[config.mk]
export PLATFORM = sky130hd
export DESIGN_NAME = comp_vacc_bank_ctrl
export DESIGN_NICKNAME = d
export VERILOG_FILES = /design/src/rtl/comp_vacc_bank_ctrl_pkg.sv /design/src/rtl/comp_vacc_bank_ctrl_acc_window_ctr.sv /design/src/rtl/comp_vacc_bank_ctrl.sv
export SDC_FILE = /design/constraint.sdc
export NUM_CORES = 1
export LEC_CHECK = 0
export BUFFER_PORTS_ARGS = -buffer_cell sky130_fd_sc_hd__clkbuf_2
export CORE_UTILIZATION = 29
export DETAILED_ROUTE_END_ITERATION = 16
export PLACE_DENSITY = 0.58
export SLEW_MARGIN = 20
export SYNTH_ARGS = -nofsm -noshare
export SYNTH_HDL_FRONTEND = slang
export SYNTH_HIERARCHICAL = 1
export SYNTH_SLANG_ARGS = --single-unit
[constraint.sdc]
create_clock -name clk -period 4.8 [get_ports clk]
set_input_delay 0.72 -clock clk [delete_from_list [all_inputs] [get_ports clk]]
set_output_delay 0.72 -clock clk [all_outputs]
set_load 0.03 [all_outputs]
[src/rtl/comp_vacc_bank_ctrl_pkg.sv]
// Shared types and sizing helpers for the component-tracker vacc bank controller.
package comp_vacc_bank_ctrl_pkg;

    typedef enum logic {
        StIdle = 1'b0,
        StAcc  = 1'b1
    } state_e;

    function automatic int unsigned log2_ceil(input int unsigned value);
        return $clog2(value);
    endfunction

    function automatic int unsigned ant_w(input int unsigned n_ants);
        return log2_ceil(n_ants);
    endfunction

    // A zero-bit sample counter still needs one physical bit.
    function automatic int unsigned samp_w(input int unsigned acc_len_bits);
        return (acc_len_bits > 0) ? acc_len_bits : 1;
    endfunction

    function automatic int unsigned win_len(input int unsigned n_ants,
                                            input int unsigned acc_len_bits);
        return n_ants << acc_len_bits;
    endfunction

endpackage

[src/rtl/comp_vacc_bank_ctrl_acc_window_ctr.sv]
// Nested sample/antenna counters for one accumulation window, with restart and clear.
module comp_vacc_bank_ctrl_acc_window_ctr
    import comp_vacc_bank_ctrl_pkg::*;
#(
    parameter int unsigned N_ANTS              = 32,
    parameter int unsigned SERIAL_ACC_LEN_BITS = 7
) (
    input  logic                                   clk,
    input  logic                                   rst_n,
    input  logic                                   clear,
    input  logic                                   restart,
    input  logic                                   advance,
    output logic [samp_w(SERIAL_ACC_LEN_BITS)-1:0] samp_ctr,
    output logic [ant_w(N_ANTS)-1:0]               ant_ctr,
    output logic                                   first,
    output logic                                   win_end
);

    localparam int unsigned SW = samp_w(SERIAL_ACC_LEN_BITS);
    localparam int unsigned AW = ant_w(N_ANTS);
    localparam logic [SW-1:0] SampLast = SW'((1 << SERIAL_ACC_LEN_BITS) - 1);
    localparam logic [AW-1:0] AntLast  = AW'(N_ANTS - 1);

    logic [SW-1:0] samp_q, samp_d, samp_inc;
    logic [AW-1:0] ant_q, ant_d, ant_inc;
    logic          first_q, first_d;
    logic          end_q, end_d;

    always_comb begin
        samp_inc = (samp_q == SampLast) ? '0 : samp_q + 1'b1;
        ant_inc  = (samp_q == SampLast) ? ant_q + 1'b1 : ant_q;

        samp_d  = samp_q;
        ant_d   = ant_q;
        first_d = first_q;
        end_d   = end_q;

        if (clear) begin
            samp_d  = '0;
            ant_d   = '0;
            first_d = 1'b0;
            end_d   = 1'b0;
        end else if (restart) begin
            // N_ANTS >= 2, so the first sample can never also be the window end.
            samp_d  = '0;
            ant_d   = '0;
            first_d = 1'b1;
            end_d   = 1'b0;
        end else if (advance) begin
            samp_d  = samp_inc;
            ant_d   = ant_inc;
            first_d = (samp_inc == '0);
            end_d   = (samp_inc == SampLast) && (ant_inc == AntLast);
        end
    end

    always_ff @(posedge clk or negedge rst_n) begin
        if (!rst_n) begin
            samp_q  <= '0;
            ant_q   <= '0;
            first_q <= 1'b0;
            end_q   <= 1'b0;
        end else begin
            samp_q  <= samp_d;
            ant_q   <= ant_d;
            first_q <= first_d;
            end_q   <= end_d;
        end
    end

    assign samp_ctr = samp_q;
    assign ant_ctr  = ant_q;
    assign first    = first_q;
    assign win_end  = end_q;

endmodule

[src/rtl/comp_vacc_bank_ctrl.sv]
// Write sequencer and ping-pong bank arbiter for the component-tracker vector accumulator.
// Define COMP_VACC_BANK_CTRL_OVR_CNT_EN to build the saturating overrun event counter.
module comp_vacc_bank_ctrl
    import comp_vacc_bank_ctrl_pkg::*;
#(
    parameter int unsigned N_ANTS              = 32,
    parameter int unsigned SERIAL_ACC_LEN_BITS = 7,
    parameter int unsigned OVR_CNT_WIDTH       = 16
) (
    input  logic                      clk,
    input  logic                      rst_n,
    input  logic                      en,
    input  logic                      sync,
    input  logic                      rd_done,
    output logic                      wr_en,
    output logic [ant_w(N_ANTS)-1:0]  wr_addr,
    output logic                      wr_first,
    output logic                      wr_bank,
    output logic                      rd_bank,
    output logic                      rd_vld,
    output logic                      win_done,
    output logic                      overrun,
    output logic [OVR_CNT_WIDTH-1:0]  ovr_cnt
);

    localparam int unsigned SW = samp_w(SERIAL_ACC_LEN_BITS);
    localparam int unsigned AW = ant_w(N_ANTS);

    state_e        state_q, state_d;
    logic          ctr_clear, ctr_restart, ctr_advance;
    logic [SW-1:0] samp_ctr;
    logic [AW-1:0] ant_ctr;
    logic          ctr_first, ctr_win_end;

    logic          wr_bank_q, wr_bank_d;
    logic          rd_bank_q, rd_bank_d;
    logic          rd_vld_q, rd_vld_d;
    logic          overrun_q, overrun_d;
    logic          ovr_evt;

    comp_vacc_bank_ctrl_acc_window_ctr #(
        .N_ANTS              (N_ANTS),
        .SERIAL_ACC_LEN_BITS (SERIAL_ACC_LEN_BITS)
    ) u_acc_window_ctr (
        .clk      (clk),
        .rst_n    (rst_n),
        .clear    (ctr_clear),
        .restart  (ctr_restart),
        .advance  (ctr_advance),
        .samp_ctr (samp_ctr),
        .ant_ctr  (ant_ctr),
        .first    (ctr_first),
        .win_end  (ctr_win_end)
    );

    // The first flag already encodes samp_ctr == 0.
    logic unused_samp_ctr;
    assign unused_samp_ctr = ^samp_ctr;

    always_comb begin
        state_d     = state_q;
        ctr_clear   = 1'b0;
        ctr_restart = 1'b0;
        ctr_advance = 1'b0;

        unique case (state_q)
            StIdle: begin
                if (sync && en) begin
                    state_d     = StAcc;
                    ctr_restart = 1'b1;
                end else begin
                    ctr_clear = 1'b1;
                end
            end
            StAcc: begin
                // en only matters at a window boundary; a partial window always finishes.
                if (ctr_win_end && !en) begin
                    state_d   = StIdle;
                    ctr_clear = 1'b1;
                end else if (sync) begin
                    ctr_restart = 1'b1;
                end else begin
                    ctr_advance = 1'b1;
                end
            end
        endcase
    end

    always_ff @(posedge clk or negedge rst_n) begin
        if (!rst_n) begin
            state_q <= StIdle;
        end else begin
            state_q <= state_d;
        end
    end

    // ctr_win_end is only ever set while accumulating, so it doubles as the swap strobe.
    assign ovr_evt = ctr_win_end && rd_vld_q && !rd_done;

    always_comb begin
        wr_bank_d = wr_bank_q;
        rd_bank_d = rd_bank_q;
        rd_vld_d  = rd_vld_q;
        overrun_d = overrun_q | ovr_evt;

        if (ctr_win_end) begin
            rd_bank_d = wr_bank_q;
            wr_bank_d = ~wr_bank_q;
            rd_vld_d  = 1'b1;
        end else if (rd_done && rd_vld_q) begin
            rd_vld_d = 1'b0;
        end
    end

    always_ff @(posedge clk or negedge rst_n) begin
        if (!rst_n) begin
            wr_bank_q <= 1'b0;
            rd_bank_q <= 1'b0;
            rd_vld_q  <= 1'b0;
            overrun_q <= 1'b0;
        end else begin
            wr_bank_q <= wr_bank_d;
            rd_bank_q <= rd_bank_d;
            rd_vld_q  <= rd_vld_d;
            overrun_q <= overrun_d;
        end
    end

`ifdef COMP_VACC_BANK_CTRL_OVR_CNT_EN
    logic [OVR_CNT_WIDTH-1:0] ovr_cnt_q;

    always_ff @(posedge clk or negedge rst_n) begin
        if (!rst_n) begin
            ovr_cnt_q <= '0;
        end else if (ovr_evt && !(&ovr_cnt_q)) begin
            ovr_cnt_q <= ovr_cnt_q + 1'b1;
        end
    end

    assign ovr_cnt = ovr_cnt_q;
`else
    assign ovr_cnt = '0;
`endif

    assign wr_en    = (state_q == StAcc);
    assign wr_addr  = ant_ctr;
    assign wr_first = ctr_first;
    assign win_done = ctr_win_end;
    assign wr_bank  = wr_bank_q;
    assign rd_bank  = rd_bank_q;
    assign rd_vld   = rd_vld_q;
    assign overrun  = overrun_q;

endmodule

After elaboration in Yosys (flattened, before gate mapping) --
Index checks and enable logic that the tools add are counted.
Storage, ports and cells: output and inout bits 28, word-level logic and storage cells 56, bits of input ports 5, flip-flop bits (word level) 19
Cells by class: equal/unequal tests 3, reductions and logical operators 11, add/subtract/negate cells 2, bitwise operators 3, muxes and demuxes 28
Operators by type and width (number):
- 7-bit two-way mux | 4
- 5-bit two-way mux | 4
- 1-bit two-way mux | 17
- 7-bit == test, second input constant | 2
- 7-bit by 1-bit adder with 7-bit output, second input constant | 1
- 7-bit logical NOT | 1
- 1-bit logical AND | 6
- 1-bit one-hot mux with 2 select lines | 3
- 5-bit by 1-bit adder with 5-bit output, second input constant | 1
- 5-bit == test, second input constant | 1
- 3-bit nonzero test | 1
- 1-bit logical NOT | 2
- 1-bit inverter | 2
- 2-bit nonzero test | 1
- 1-bit bitwise OR | 1

Logic depth before layout (Yosys ltp) --
Gate-level depths: netlist of run 1.
depth in word-level cells 7, depth in mapped cells 7, mapped depth without buffers 7

Hierarchy --
The synthesis of run 1 kept the hierarchy.
By module, submodules not included:
- comp_vacc_bank_ctrl_acc_window_ctr | sequential area each 350.3 um^2, instances 1, cells an instance 89, area each 845.8 um^2
- comp_vacc_bank_ctrl | sequential area each 125.1 um^2, instances 1, cells an instance 34, area each 340.3 um^2

Worst setup path before layout of run 1 --
OpenSTA, ideal clock, no wires.
path kind in2reg, start point input en, end point register u_acc_window_ctr.ant_q[3], in the netlist u_acc_window_ctr/ant_ctr[3], data required time 4.668 ns, setup time 0.132 ns, arrival time 1.747 ns, buffers on the path 0, setup slack 2.922 ns, cell stages on the path 7, cells stage by stage nor2b_1 nor3b_2 inv_2 nor3_4 and3_1 xnor2_1 nor2_1
On the way: elaborated cells between the ends (all ways) 14, classes of those cells mux (10); reduce/logical (4)
RTL lines:
- start, declared | line comp_vacc_bank_ctrl.sv:12 | input logic en,
- 1-bit logical NOT | line comp_vacc_bank_ctrl.sv:77 | if (ctr_win_end && !en) begin
- 1-bit logical AND | line comp_vacc_bank_ctrl.sv:77
- 1-bit two-way mux | line comp_vacc_bank_ctrl.sv:77
- 1-bit two-way mux | line comp_vacc_bank_ctrl.sv:66 | unique case (state_q)
- via ctr_advance | line comp_vacc_bank_ctrl.sv:30 | logic ctr_clear, ctr_restart, ctr_advance;
- 3-bit nonzero test (no source line)
- end signal, assigned | line comp_vacc_bank_ctrl_acc_window_ctr.sv:65 | ant_q <= ant_d;
- end, declared | line comp_vacc_bank_ctrl_acc_window_ctr.sv:25 | logic [AW-1:0] ant_q, ant_d, ant_inc;
The timed path passes the listed nets, and every way through them passes these cells. A chain may end at the register's enable or synchronous reset.

Worst setup path after layout of run 1 --
start point register u_acc_window_ctr.end_q, in the netlist u_acc_window_ctr/win_end, end point register u_acc_window_ctr.ant_q[3], in the netlist u_acc_window_ctr/ant_ctr[3]
On the way: elaborated cells between the ends (all ways) 10, classes of those cells mux (8); reduce/logical (2)
RTL lines:
- start, declared | line comp_vacc_bank_ctrl_acc_window_ctr.sv:27 | logic end_q, end_d;
- start signal, assigned | line comp_vacc_bank_ctrl_acc_window_ctr.sv:67 | end_q <= end_d;
- 1-bit logical AND | line comp_vacc_bank_ctrl.sv:77
- 1-bit two-way mux | line comp_vacc_bank_ctrl.sv:77
- 1-bit two-way mux | line comp_vacc_bank_ctrl.sv:66
- via ctr_advance | line comp_vacc_bank_ctrl.sv:30
- 3-bit nonzero test (no source line)
The timed path passes the listed nets, and every way through them passes these cells.

==> flow_summary_export.csv, run 1 <==
group,metric,value,unit
die,core,3800,µm²
timing,rsz0062_at_grt,"no",
die,die_area,4350,µm²
die,die_h,66.0,µm
clocking,post-cts-setup-buffers,0,
grt,grt_max_degree,20,
timing,fin_tns_setup,0,ns
timing,max_freq,506,MHz
power,ir_drop,0.000127,V
clocking,clock-sinks,19,
layout,fin_util,34.1,%
routing,post_drt_via_cell_ratio,4.62,
grt,grt_pass1_vias,821,
routing,via_count,864,
timing,setup_viol,0,
setup_path,setup.worst_path.start_class,"register",
clocking,cts_max_level,1,
power,power_density,241,nW/µm²
logic_synthesis,synth-warning-count,6,
die,ios,33,
routing,drc_errors,0,
routing,drt-initial-drc-count,35,
timing,drv_slew,0,
logic_synthesis,ys_async_sr_fraction,100,%
job,max_cap_viol_count,0,
clocking,hold_buffers,0,
timing,fin_crit_sh,41.1,%
layout,final_common_cell,"dfrtp_1",
grt,antenna_found_initial,0,
logic_synthesis,synth.avg_cell_area,9.64,µm²
clocking,cts-resized-gates,0,
routing,ant_nets,0,
min_path,hp-class,"primary input to async pin",
placement,gp_congestion,0.899,
power,p_leak,0.638,nW
die,dieWidth,66.0,µm
logic_synthesis,netlist_instances,123,
die,fp-row-count,22,
clocking,insertion_delay,0.26,ns
logic_synthesis,synth_cell_types,42,
clocking,cts.path.max_buffers,2,
setup_path,crit_required,4.95,ns
placement,portBuffers,16,
layout,final_nets,148,
grt,grt.overflow.total,0,
routing,wl_per_cell,12.2,µm
logic_synthesis,netlist_area,1190,µm²
logic_synthesis,synth_area_leaders,"dfrtp_1 40%, buf_4 10%, nor2_1 5.7%",
timing,finalHoldViolations,0,
grt,grt.total_usage,11.4,%
logic_synthesis,synth_edf_count,0,
clocking,cts_buffers,3,
setup_path,cp.arrival,2.12,ns
die,start_util,31.2,%
routing,drt-total-wl,2280,µm
routing,dr.pass1.iters,5,
clocking,clk_pin_slew_worst_paths,0.08,ns
logic_synthesis,yosysTopAreaCellShare,40.1,%
layout,diodes,0,
layout,final_cell_mix,"19 x dfrtp_1, 18 x nor2_1, 16 x conb_1, 16 x clkbuf_2, 7 x xor2_1",
logic_synthesis,ys.flop_type,"dfrtp_1",
setup_path,path_class,"register to register",
logic_synthesis,synth-seq-area-share,40.1,%
timing,skew,0.00506,ns
clocking,cts_root_buffer,"clkbuf_8",
grt,grt_first_pass_wirelength,3710,µm
setup_path,cp_max_fo,9,
timing,finalCriticalPeriod,1.98,ns
clocking,cts_tree,"done",
placement,dp_hpwl,1670,µm
status,outcome,"complete, no violations",
setup_path,endpoint_kind,"register",
layout,layout-area-overhead-vs-synth,9.18,%
logic_synthesis,synth-seq-cells,19,
logic_synthesis,yosys.area.top_type,"dfrtp_1",
layout,drive_gt1_share,21.6,%
cell usage after synthesis, drive strengths merged (2+ instances only):
cell and number:
mux2i 2, a32o 2, dfrtp 19, buf 18, and2 2, a21o 2
xnor2 4, nand4 4, nor2 19, nor3 2, xor2 7, inv 4
or2 2, nor2b 2, nor3b 2, o21ai 5, nand2 6, ha 3
nand3 2, a21oi 4
logic make-up (layout without fill, tap and decap cells):
kind of cell,Yosys count,in the layout,share of synthesized area (%)
adders and majority gates,3,3,3.16
other,1,16,0.316
AOI/OAI and AO/OA,18,18,10.1
xor gates and xnor gates,11,11,8.12
buffers and inverters,23,24,12.6
DFF,19,19,40.1
and+or+nand+nor,45,45,23.0
muxes,3,3,2.64
final timing paths:
path	to	slack (ns)	depth (start not counted)	start
min in group clk	overrun	0.48	1	overrun
worst min register to register	overrun	0.48	1	overrun
worst min-delay path	u_acc_window_ctr/samp_ctr[3]	0.40	1	rst_n
worst max-delay path	u_acc_window_ctr/ant_ctr[3]	2.82	7	u_acc_window_ctr/win_end
max in group asynchronous	u_acc_window_ctr/win_end	4.07	1	rst_n
worst max register to register	u_acc_window_ctr/ant_ctr[3]	2.82	7	u_acc_window_ctr/win_end
sequential cells by signal, summed over array words and instances (netlist names):
signal,flops
u_acc_window_ctr/samp_ctr,7
u_acc_window_ctr/ant_ctr,5
overrun,1
rd_bank,1
rd_vld,1
u_acc_window_ctr/first,1
u_acc_window_ctr/win_end,1
wr_bank,1
wr_en,1
where the power goes:
part	internal [W]	total, W	switching (W)
sequential	0.000162	0.000164	0.00000222
combinational	0.00000539	0.0000345	0.0000291
clock	0.0000578	0.000114	0.0000557
total	0.000225	0.000312	0.0000871
through the flow:
| step | instances | cell area, µm² | hold WS, ns | setup slack, ns | power, W |
|---|---|---|---|---|---|
| after global placement | 183 | 1250 | 0.455 | 2.68 | 0.000201 |
| after floorplan | 138 | 1240 | 0.424 | 2.92 | 0.000203 |
| after CTS | 187 | 1290 | 0.419 | 2.84 | 0.000316 |
| final | 187 | 1290 | 0.400 | 2.82 | 0.000312 |
| after detailed placement | 183 | 1250 | 0.473 | 2.61 | 0.000202 |
| after global routing | 187 | 1290 | 0.434 | 2.67 | 0.000328 |
critical path, stage by stage (launching register included):
cell	delay, ns
dfrtp_1	0.48
nor2b_1	0.18
nor3b_2	0.33
inv_2	0.18
nor3_4	0.32
and3_1	0.21
xnor2_1	0.11
nor2_1	0.05
routing by layer:
layer  GRT usage, %  up-vias  part of all wire, %
met3           3.45        6                  5.2
met1           15.1      408                   47
met2           16.5       32                   46
met4           6.12        0                  2.2
li1               -      418                    -
met5              0        -                    0
area by class of cell:
cell class                 instances  area [µm²]
clock inverter                     1        5.00
sequential                        19         475
tap                               48        60.1
inverter                           4        15.0
clock buffer                       3        41.3
multi-input combinational         96         618
fill                             409        2500
timing repair buffer              16        80.1
(Power assumes the default switching activity.)
==> run 2: changes to the inputs <==
- ABC_AREA: default -> 1
- PLACE_DENSITY: 0.58 -> 0.6
- clock period: 4.8 -> 1.6 ns (I/O delays scaled with it)
==> run 2 against run 1 <==
Effect of this change: maximum frequency increased by 34%; routed wire length increased by 9.4%; register-to-register slack got worse by 2.7 ns; setup slack got worse by 2.7 ns; utilization increased by 1.3 points; first-iteration DRC count increased by 46%; synthesized area increased by 3.5%; global-route usage increased by 0.95 points; cell count increased by 28%.
==> flow_summary_export.csv, run 2 <==
group,metric,value,unit
power,power_density,679,nW/µm²
setup_path,crit_chain,"ha_2, nand2_2, nor2_4, nand2_4, buf_4, nand3_2, nand2_1, nor2_1, nand2_1, nand2_1, nand2_1, nand2_1",
routing,dr.pass1.iters,5,
grt,grt.total_usage,12.4,%
logic_synthesis,synth-seq-cells,19,
layout,final_cell_area,1430,µm²
power,p_leak,0.786,nW
clocking,clk_pin_slew_worst_paths,0.08,ns
power,internal-power,0.000692,W
die,die_h,67.1,µm
die,die_area,4500,µm²
timing,setup_viol,0,
logic_synthesis,synth-warning-count,6,
timing,finalHoldViolations,0,
clocking,clock-sinks,19,
logic_synthesis,synth.avg_cell_area,7.58,µm²
routing,met1_length,1170,µm
logic_synthesis,ys.flop_type,"dfrtp_1",
routing,via_count,1035,
routing,top_layer_used,"met3",
power,ir_drop,0.000368,V
setup_path,setup.worst_path.start_class,"register",
logic_synthesis,synth_area_leaders,"dfrtp_1 39%, nand2_1 12%, buf_4 9.8%",
layout,largest_register_ffs,7,
routing,wl_per_cell,10.4,µm
logic_synthesis,synth_edf_count,0,
logic_synthesis,synth_most_common_cell,"nand2_1",
timing,skew,0.00126,ns
timing,fin_crit_sh,92.2,%
placement,portBuffers,16,
layout,final_nets,199,
setup_path,path_common_cell,"nand2_1",
power,netSwitchingFraction,28.6,%
routing,wl_met2,1190,µm
setup_path,path_class,"register to register",
setup_path,endpoint_kind,"register",
placement,placed_cell_area,1350,µm²
routing,drt-total-wl,2490,µm
setup_path,cp_max_fo,7,
layout,drive_gt1_share,23.2,%
power,pwr-share-seq,51.0,%
status,outcome,"complete, no violations",
grt,antenna_found_initial,0,
placement,gp_congestion,0.943,
placement,dpl_worst_slack,0.103,ns
layout,diodes,0,
routing,post_drt_via_cell_ratio,4.31,
grt,grt_first_pass_wirelength,4200,µm
layout,layout-area-overhead-vs-synth,16.2,%
layout,layout.cells.non_filler,240,
logic_synthesis,netlist_instances,162,
timing,drv_slew,0,
job,max_cap_viol_count,0,
power,p_sw,0.000277,W
clocking,cts_max_level,1,
clocking,cts_tree,"done",
clocking,cts_root_buffer,"clkbuf_8",
die,ios,33,
clocking,cts_buffers,3,
logic_synthesis,netlist_area,1230,µm²
power,pwr-share-clk,35.3,%
logic_synthesis,synth_cell_types,20,
placement,dp_hpwl,1910,µm
setup_path,cp_slowest_cell,"dfrtp_1",
logic_synthesis,ys_async_sr_fraction,100,%
grt,grt.overflow.total,0,
timing,hold_ws,0.179,ns
timing,finalCriticalPeriod,1.47,ns
routing,drt-initial-drc-count,51,
placement,placed_cells,234,
timing,max_freq,678,MHz
layout,final_common_cell,"nand2_1",
logic_synthesis,yosys.area.top_type,"dfrtp_1",
setup_path,cp.arrival,1.67,ns
clocking,cts.path.max_buffers,2,
clocking,insertion_delay,0.25,ns
logic_synthesis,synth_commonest_cells,"39 x nand2_1, 21 x inv_1, 19 x dfrtp_1",
logic_synthesis,yosysTopAreaCellShare,38.7,%
timing,fin_ws,0.126,ns
power,p_comb_share,13.7,%
grt,grt_pass1_vias,898,
routing,drc_errors,0,
die,fp-row-count,23,
die,start_util,30.5,%
logic_synthesis,synth-seq-area-share,38.7,%
routing,ant_nets,0,
layout,final_cell_mix,"39 x nand2_1, 21 x inv_1, 18 x dfrtp_1, 16 x conb_1, 16 x clkbuf_2",
setup_path,reg2reg_slack,0.13,ns
die,core,4030,µm²
setup_path,crit_required,1.80,ns
die,dieWidth,67.1,µm
setup_path,critical_path.max_stage_delay,0.38,ns
grt,grt_max_degree,20,
routing,wl_met3,130,µm
min_path,hp-class,"primary input to register",
[run 2: cell types whose count changed after synthesis, moves of 4 or more]
cell and delta:
nand2_1 +34, inv_1 +18, nand3_1 +13, o22ai_1 +6, nand2_2 +5, a21oi_1 -4
nor2_1 -4, xnor2_1 -4
[run 2: worst paths after layout]
kind                                           endpoint  depth (start not counted)                         start
setup reg to reg                 u_acc_window_ctr/first                         12  u_acc_window_ctr/samp_ctr[0]
hold reg to reg                                 rd_bank                          2                       rd_bank
setup / recovery                 u_acc_window_ctr/first                         12  u_acc_window_ctr/samp_ctr[0]
max in group asynchronous      u_acc_window_ctr/win_end                          2                         rst_n
hold / removal                                  overrun                          2                       rd_done
min in group asynchronous  u_acc_window_ctr/samp_ctr[5]                          2                         rst_n
[run 2: final cells by class]
type | instances | area (µm²)
clock buffers | 3 | 41.3
well taps | 50 | 62.6
flip-flops and latches | 19 | 477
repair buffers | 27 | 165
inverters | 23 | 86.3
multi-input cells | 117 | 589
clock inverters | 1 | 5.00
fillers | 434 | 2600
[run 2: per-stage QoR]
stage	utilization, %	power, W	setup TNS [ns]
after floorplan	-	0.000621	0
after global placement	33.6	0.000632	0
after detailed placement	33.6	0.000631	0
after CTS	35.0	0.000976	0
after global routing	35.4	0.00102	-0.00473
final	35.4	0.000969	0
[run 2: power by group through the flow]
stage	clock (W)	combinational [W]	sequential (W)
after CTS	0.000352	0.000130	0.000494
after floorplan	0	0.000110	0.000512
after global placement	0	0.000128	0.000504
after detailed placement	0	0.000127	0.000504
final	0.000342	0.000133	0.000494
after global routing	0.000378	0.000147	0.000495
[run 2: cell families (layout without fill, tap and decap cells)]
family,Yosys count,count (layout),synth area share (%)
simple gates,78,78,28.2
buf+inv,41,54,18.7
flops,19,19,38.7
compound gates,16,16,8.16
xor+xnor,4,4,2.85
fa+ha+maj,3,3,3.06
other cells,1,16,0.306
[run 2: metal layers]
| layer | up-vias | track usage [%] |
|---|---|---|
| met3 | 0 | 2.40 |
| met4 | 0 | 2.39 |
| met2 | 31 | 20.0 |
| met5 | - | 0 |
| li1 | 539 | - |
| met1 | 465 | 16.9 |
[run 2: worst max-delay path: cells and delay by family, from the launching register on]
kind,cells,cell delay (ns)
and+or+nand+nor,10,0.68
DFF,1,0.38
adders and majority gates,1,0.20
buffers and inverters,1,0.16
[run 2: timing repair]
action	4_1_cts	5_1_grt
gates resized for setup	0	3
hold buffers	1	0
endpoints found under the hold margin	19	0
setup buffers	0	1
endpoints found under the setup margin	0	3
